==> src/rtl/move_selector.sv <==
// move_selector: keeps the best evaluator result of a move batch, with drain window and beta cutoff
module move_selector #(
  parameter int PIPE_DEPTH = 1,
  parameter int COUNT_W    = 8,
  parameter int MOVE_W     = 16
) (
  input  logic                clk_in,
  input  logic                rst_in,
  input  logic                start_in,
  input  logic signed [15:0]  beta_in,
  input  logic                gen_done_in,
  input  logic                abort_in,
  input  logic                valid_in,
  input  logic [MOVE_W-1:0]   move_in,
  input  logic signed [15:0]  eval_in,
  output logic                busy_out,
  output logic                done_out,
  output logic [MOVE_W-1:0]   best_move_out,
  output logic signed [15:0]  best_eval_out,
  output logic [COUNT_W-1:0]  num_legal_out,
  output logic                no_legal_out,
  output logic                cutoff_out
);
  localparam logic [1:0] IDLE    = 2'd0;
  localparam logic [1:0] COLLECT = 2'd1;
  localparam logic [1:0] DRAIN   = 2'd2;
  localparam logic [1:0] DONE    = 2'd3;
  logic [1:0]         r_state;
  logic [1:0]         w_nxt;
  logic [3:0]         r_drain;
  logic signed [15:0] r_beta;
  logic [MOVE_W-1:0]  r_best_move;
  logic signed [15:0] r_best_eval;
  logic [COUNT_W-1:0] r_cnt;
  logic               r_cut;
  logic               r_nol;
  logic               r_done;
  logic               w_run;
  logic               w_start;
  logic               w_acc;
  logic               w_cut;
  logic               w_fin;
  logic [COUNT_W-1:0] w_cnt_nxt;
  // qualify the inputs: abort beats everything, results count only while a batch runs
  always_comb begin
    w_run     = (r_state == COLLECT) || (r_state == DRAIN);
    w_start   = start_in && !abort_in && !w_run;
    w_acc     = valid_in && !abort_in && w_run;
    w_cut     = w_acc && (eval_in >= r_beta);
    w_cnt_nxt = (w_acc && !(&r_cnt)) ? r_cnt + COUNT_W'(1) : r_cnt;
    w_fin     = (w_nxt == DONE) && (r_state != DONE);
  end
  // state register
  always_ff @(posedge clk_in or negedge rst_in) begin
    if (!rst_in) r_state <= IDLE;
    else         r_state <= w_nxt;
  end
  // next state: a cutoff ends the batch even when gen_done arrives alongside it
  always_comb begin
    w_nxt = abort_in                                  ? IDLE    :
            w_start                                   ? COLLECT :
            w_cut                                     ? DONE    :
            (r_state == COLLECT && gen_done_in)       ? DRAIN   :
            (r_state == DRAIN && r_drain <= 4'd1)     ? DONE    : r_state;
  end
  // outputs
  always_comb begin
    busy_out      = w_run;
    done_out      = r_done;
    best_move_out = r_best_move;
    best_eval_out = r_best_eval;
    num_legal_out = r_cnt;
    no_legal_out  = r_nol;
    cutoff_out    = r_cut;
  end
  // drain window counts down the results still in flight; done pulses on DONE entry
  always_ff @(posedge clk_in or negedge rst_in) begin
    if (!rst_in) begin
      r_drain <= 4'd0;
      r_done  <= 1'b0;
    end else begin
      r_drain <= (w_nxt == DRAIN) ? ((r_state == DRAIN) ? r_drain - 4'd1 : 4'(PIPE_DEPTH)) : 4'd0;
      r_done  <= w_fin;
    end
  end
  // batch bookkeeping: clear on start, fold accepted results, ties keep the earlier move
  always_ff @(posedge clk_in or negedge rst_in) begin
    if (!rst_in) begin
      r_beta      <= 16'sh7fff;
      r_best_move <= '0;
      r_best_eval <= 16'sh8000;
      r_cnt       <= '0;
      r_cut       <= 1'b0;
      r_nol       <= 1'b0;
    end else if (w_start) begin
      r_beta      <= beta_in;
      r_best_move <= '0;
      r_best_eval <= 16'sh8000;
      r_cnt       <= '0;
      r_cut       <= 1'b0;
      r_nol       <= 1'b0;
    end else begin
      r_cnt <= w_cnt_nxt;
      if (w_acc && eval_in > r_best_eval) begin
        r_best_move <= move_in;
        r_best_eval <= eval_in;
      end
      if (w_cut) r_cut <= 1'b1;
      if (w_fin) r_nol <= ~|w_cnt_nxt;
    end
  end
endmodule

==> config.mk <==
export PLATFORM = sky130hd
export DESIGN_NAME = move_selector
export DESIGN_NICKNAME = d
export VERILOG_FILES = /design/src/rtl/move_selector.sv
export SDC_FILE = /design/constraint.sdc
export NUM_CORES = 1
export LEC_CHECK = 0
export BUFFER_PORTS_ARGS = -buffer_cell sky130_fd_sc_hd__buf_2
export CAP_MARGIN = 20
export CELL_PAD_IN_SITES_DETAIL_PLACEMENT = 0
export CELL_PAD_IN_SITES_GLOBAL_PLACEMENT = 2
export CORE_MARGIN = 3
export CORE_UTILIZATION = 34
export CTS_CLUSTER_DIAMETER = 40
export DETAILED_ROUTE_END_ITERATION = 10
export GPL_TIMING_DRIVEN = 0
export PLACE_DENSITY = 0.95
export SETUP_SLACK_MARGIN = 0.5
export SKIP_LAST_GASP = 1
export SLEW_MARGIN = 15
export SYNTH_ARGS = -nofsm -noshare
export SYNTH_HDL_FRONTEND = slang
export SYNTH_SLANG_ARGS = --single-unit
==> constraint.sdc <==
create_clock -name clk_in -period 5.07 [get_ports clk_in]
set_input_delay 0.7605 -clock clk_in [delete_from_list [all_inputs] [get_ports clk_in]]
set_output_delay 0.7605 -clock clk_in [all_outputs]
set_load 0.03 [all_outputs]
# Yosys cells after proc, flatten, opt, wreduce, memory -nomap -nowiden

Index checks and enable logic that the tools add are counted.

Output and inout bits: 44
Memories kept: 0
ROM bits: 0
Bits in latches: 0
Bits in writable memories: 0
Input bits: 54
Word-level logic and storage cells: 56
Flip-flop bits (word level): 65

Bitwise operators: 0
$mul: 0
Reductions and logical operators: 20
Add/sub/neg operators: 2
Equality and inequality tests: 5
$lt $le $gt $ge: 3
Shift operators: 0
Mux-type cells: 17
Divide/modulo/power cells: 0

Operators by type and width:

| operator              | count |
|---|---|
| $mux W16              | 4 |
| $ge A16 B16 Y1        | 1 |
| $gt A16 B16 Y1        | 1 |
| $mux W8               | 2 |
| $logic_and A1 B1 Y1   | 10 |
| $mux W2               | 5 |
| $add A8 B1 Y8 const B | 1 |
| $mux W4               | 2 |
| $reduce_and A8 Y1     | 1 |
| $reduce_or A8 Y1      | 1 |
| $eq A2 B2 Y1 const B  | 3 |
| $reduce_bool A2 Y1    | 3 |
| $le A4 B1 Y1 const B  | 1 |
| $logic_not A1 Y1      | 4 |
| $mux W1               | 4 |
| $sub A4 B1 Y4 const B | 1 |
| $eq A2 B1 Y1 const B  | 1 |
| $ne A2 B2 Y1 const B  | 1 |
| $logic_or A1 B1 Y1    | 1 |

# Depth between registers and ports, before layout

Word-level depth: 11
Gate-level depth with buffers: 9
Mapped depth without buffers: 8

# Least setup slack after synthesis

OpenSTA, ideal clock, no wires.

Path kind: input-to-reg
Start: input port eval_in[15]
End: register r_cut, in the netlist cutoff_out
Setup slack: 2540 ps
Arrival: 2411 ps
Data required time: 4951 ps
Cell stages on the path: 7
Path buffers: 0
Library setup time: 119 ps
Path through: ha_1 nand4_2 nor4_2 a21bo_2 and3_4 o31a_1 o21a_1

Cells in the longest elaborated chain, start to end: 3

RTL lines:

| item                         | RTL line | source |
|---|---|---|
| start: declaration           | 15       | `input logic signed [15:0] eval_in,` |
| $ge A16 B16 Y1               | 49       | `w_cut = w_acc && (eval_in >= r_beta);` |
| $logic_and A1 B1 Y1          | 49       |  |
| $reduce_bool A2 Y1 (no line) | -        |  |
| end signal: assignment       | 93       | `r_cut <= 1'b0;` |
| end signal: assignment       | 100      | `r_cut <= 1'b0;` |
| end signal: assignment       | 108      | `if (w_cut) r_cut <= 1'b1;` |
| end: declaration             | 35       | `logic r_cut;` |

Every way passes these cells.
A chain may end at the register's enable or synchronous reset.

# Worst setup path in the final report

Start: register r_state[0]
End: register r_best_eval[0], in the netlist best_eval_out[0]

Cells in the longest elaborated chain, start to end: 5

RTL lines:

| item                                                    | RTL line | source |
|---|---|---|
| start: declaration                                      | 28       | `logic [1:0] r_state;` |
| start signal: assignment                                | 56       | `else r_state <= w_nxt;` |
| $eq A2 B1 Y1 or $eq A2 B2 Y1 (tied branches)            | 46       | `w_run = (r_state == COLLECT) \|\| (r_state == DRAIN);` |
| $logic_or A1 B1 Y1 (*)                                  | 46       |  |
| $logic_not A1 Y1 or $logic_and A1 B1 Y1 (tied branches) | 47, 48   |  |
| $logic_and A1 B1 Y1, on equally long branches           | 47, 104  |  |
| $mux W16 or $reduce_bool A2 Y1 (tied branches)          | -        |  |
| end signal: assignment                                  | 106      | `r_best_eval <= eval_in;` |
| end: declaration                                        | 33       | `logic signed [15:0] r_best_eval;` |

Every way passes the cells marked *; elsewhere a longest branch is shown, timed or not.

==> metrics <==
DRT iter0 DRCs=108; Mapped Avg Cell Area=9.22 um2; Max Slew Vio Count=0; FILL cells=1047; clk_skew=0.0122 ns; Worst-Margin Slew=0.622 ns; Max Fclk=373 MHz; register area=1650 um2; layout cell share with drive strength beyond 1=0.275; average wire per standard cell=15.5 um; vias in the first global route=3367; post-cts repair resize count=0; clock root buffer master=clkbuf_8; register clock-pin slew on the reported worst setup and hold paths=0.07 ns; CP most frequent cell=buf_2; Async SR Flop Fraction=1.00; placed cell count=640; RSZ-0062 raised after global routing=false; most common cell in the netlist=nand2_1; Routed Antenna Nets=0; register area share after synthesis=0.440; initial antenna violation count=0; area occupied by multi-input gates=1880 um2; DR DRC count=0; Critical R2R Launch=r_state[0]; crit-path max FO=10; I/O Buffers=97; switch share=0.426; post-DR vias/cell=5.02; CP startpoint=r_state[0]; Final TNS setup=0 ns; via count=3293; total grt overflow=0; clock sink count=65; worst endpoint data arrival time=2.94 ns; worst hold path class=in -> async; Syn Nets=498; Primary FF master, synth=dfrtp_1; CP required=5.33 ns; highest metal used=met4; CTS Buffer Depth=2; ANT cells=0; overall die width=111 um; cell taking the most area after synthesis=dfrtp_1; Die ar.=12300 um2; critical path, cell by cell=inv_1 -> ha_1 -> nor3b_2 -> buf_2 -> o21ai_0 -> nor2_1 -> o31a_1 -> buf_2 -> mux2i_1; final wirelength=10.1 mm; clk_lat worst skew=0.34 ns; 1st-pass router iterations=4; post-synth top area share=0.328; Synth warnings=0; WL met3=579 um; core area=10500 um2; CTS tree=yes; NetSw=1.02 mW; HPWL Detailed=7.75 mm; PD cells=516 nW/um2; global placer's final weighted congestion=0.798; nets@finish=607; compound-cell area share of the yosys netlist=0.169; Crit Path Category=reg -> reg; ranking of synthesized cells by area=dfrtp_1, ha_1, dfstp_2; Seq pwr share=0.345; maxcap violations=0; first-pass GRT wire length=17.0 mm; number of setup buffers added after CTS=0; Post-Synth Adder-Cell Area=0.127; final setup vio count=0; Slowest-stage cell, CP=dfrtp_1; final hold vios=0; Post-Route Utilization=0.441; CP Capture Type=register; max incr delay on CP=0.42 ns; fin cells=656; combinational power share=0.462; num ports=98; area share of and/or/nand/nor cells after synthesis=0.178; final period utilization=0.528; Max rail drop VDD=0.000196 V; status=finished, final reports clean; Die H=111 um; largest net degree at the start of global routing=34; Num CTS Buffers=9; area grow syn2layout=23.7%; initial core utilization=0.356; Leakage=2.24 nW; Distinct cells, synth=51; number of flops mapped to enable cells by yosys=0; clock network fraction of total power=0.193; Pint=1.37 mW; startpoint types=register; post-synthesis instance area=3740 um2; FP Rows=37; met2 WL=4.56 mm; met1 WL=4.84 mm; GRT Overall Usage=0.168; Commonest cells post-synth=nand2_1, dfrtp_1, inv_1; Post-Syn Instances=406; CTS Hold Bufs=0; fin crit period=2.68 ns; FF+latch count, synth=65; main combinational cell family by area after synthesis=simple AND/OR/NAND/NOR gates; H-tree depth=3; multiplexer share of the synthesized area=0.0137; slew margin rel.=0.579; Post-Synth XOR/XNOR Area=0.0140
==> through the flow <==
stage / setup slack [ns] / hold slack [ns] / total power, mW / area [um2]
2_1_floorplan: 2.54 / 0.441 / 1.60 / 3740
3_3_place_gp: 2.15 / 0.455 / 1.91 / 4400
3_5_place_dp: 2.08 / 0.460 / 1.94 / 4420
4_1_cts: 2.41 / 0.361 / 2.41 / 4630
5_1_grt: 2.20 / 0.372 / 2.59 / 4630
6_report: 2.39 / 0.361 / 2.39 / 4630
==> layout by cell type (no fill, tap or decap), types with 3 or more instances in the layout <==
cell / count
a211oi_1: 3
a21o_1: 7
a21oi_1: 11
and3_1: 3
buf_2: 100
clkbuf_1: 14
clkbuf_8: 11
clkinvlp_4: 3
dfrtp_1: 49
dfstp_2: 16
ha_1: 38
inv_1: 39
mux2i_1: 4
nand2_1: 79
nand3_1: 5
nand4_1: 9
nor2_1: 16
nor2b_1: 4
nor3_1: 5
o21a_1: 3
o21ai_0: 25
o22ai_1: 17
o31a_1: 3
o32ai_1: 14
or3_1: 3
xor2_1: 4
==> power groups by stage <==
stage / clock, mW / combinational, mW / sequential (mW)
2_1_floorplan: 0 / 0.575 / 1.03
3_3_place_gp: 0 / 1.08 / 0.829
3_5_place_dp: 0 / 1.11 / 0.832
4_1_cts: 0.474 / 1.11 / 0.827
5_1_grt: 0.498 / 1.24 / 0.849
6_report: 0.461 / 1.10 / 0.825
==> path summary, 6_finish.rpt <==
path                                    endpoint  slack [ns]  cells past startpoint
worst max-delay path            best_eval_out[0]        2.39                      9
worst min-delay path                  r_drain[2]        0.36                      1
min in group clk_in                    r_beta[0]        0.47                      2
worst max register to register  best_eval_out[0]        2.39                      9
max in group asynchronous              r_beta[0]        4.12                      2
worst min register to register         r_beta[0]        0.47                      2
==> cell families after synthesis <==
family,after synthesis
fa+ha+maj,38
xor+xnor,6
simple gates,140
mux,5
flops,65
buf+inv,57
compound gates,95
==> cell type report <==
class | count | share of cell area
Inverter | 39 | 0.0316
Clock buffer | 12 | 0.0335
Timing Repair Buffer | 98 | 0.110
Sequential cell | 65 | 0.356
Buffer | 18 | 0.0157
Multi-Input combinational cell | 284 | 0.406
Tap cell | 136 | 0.0368
Clock inverter | 4 | 0.0114
==> registers in the layout, summed over array words and instances (netlist names) <==
register	cells
r_drain	4
r_beta	16
done_out	1
r_state	2
cutoff_out	1
best_eval_out	16
num_legal_out	8
best_move_out	16
no_legal_out	1
==> metal layers <==
| layer | global-route usage | vias up |
|---|---|---|
| met4 | 0.0517 | 0 |
| met5 | 0 | - |
| met1 | 0.228 | 1546 |
| met2 | 0.263 | 92 |
| met3 | 0.0442 | 9 |
| li1 | - | 1646 |
==> critical path: cells and delay by family (launching register included) <==
family,cells,cell delay [ns]
AO/OA/AOI/OAI,2,0.44
adder cells (fa/ha/maj),1,0.34
multiplexers,1,0.20
flip-flops,1,0.42
AND/OR/NAND/NOR,2,0.52
buffers and inverters,3,0.69
Power figures use the tool's default switching activity.
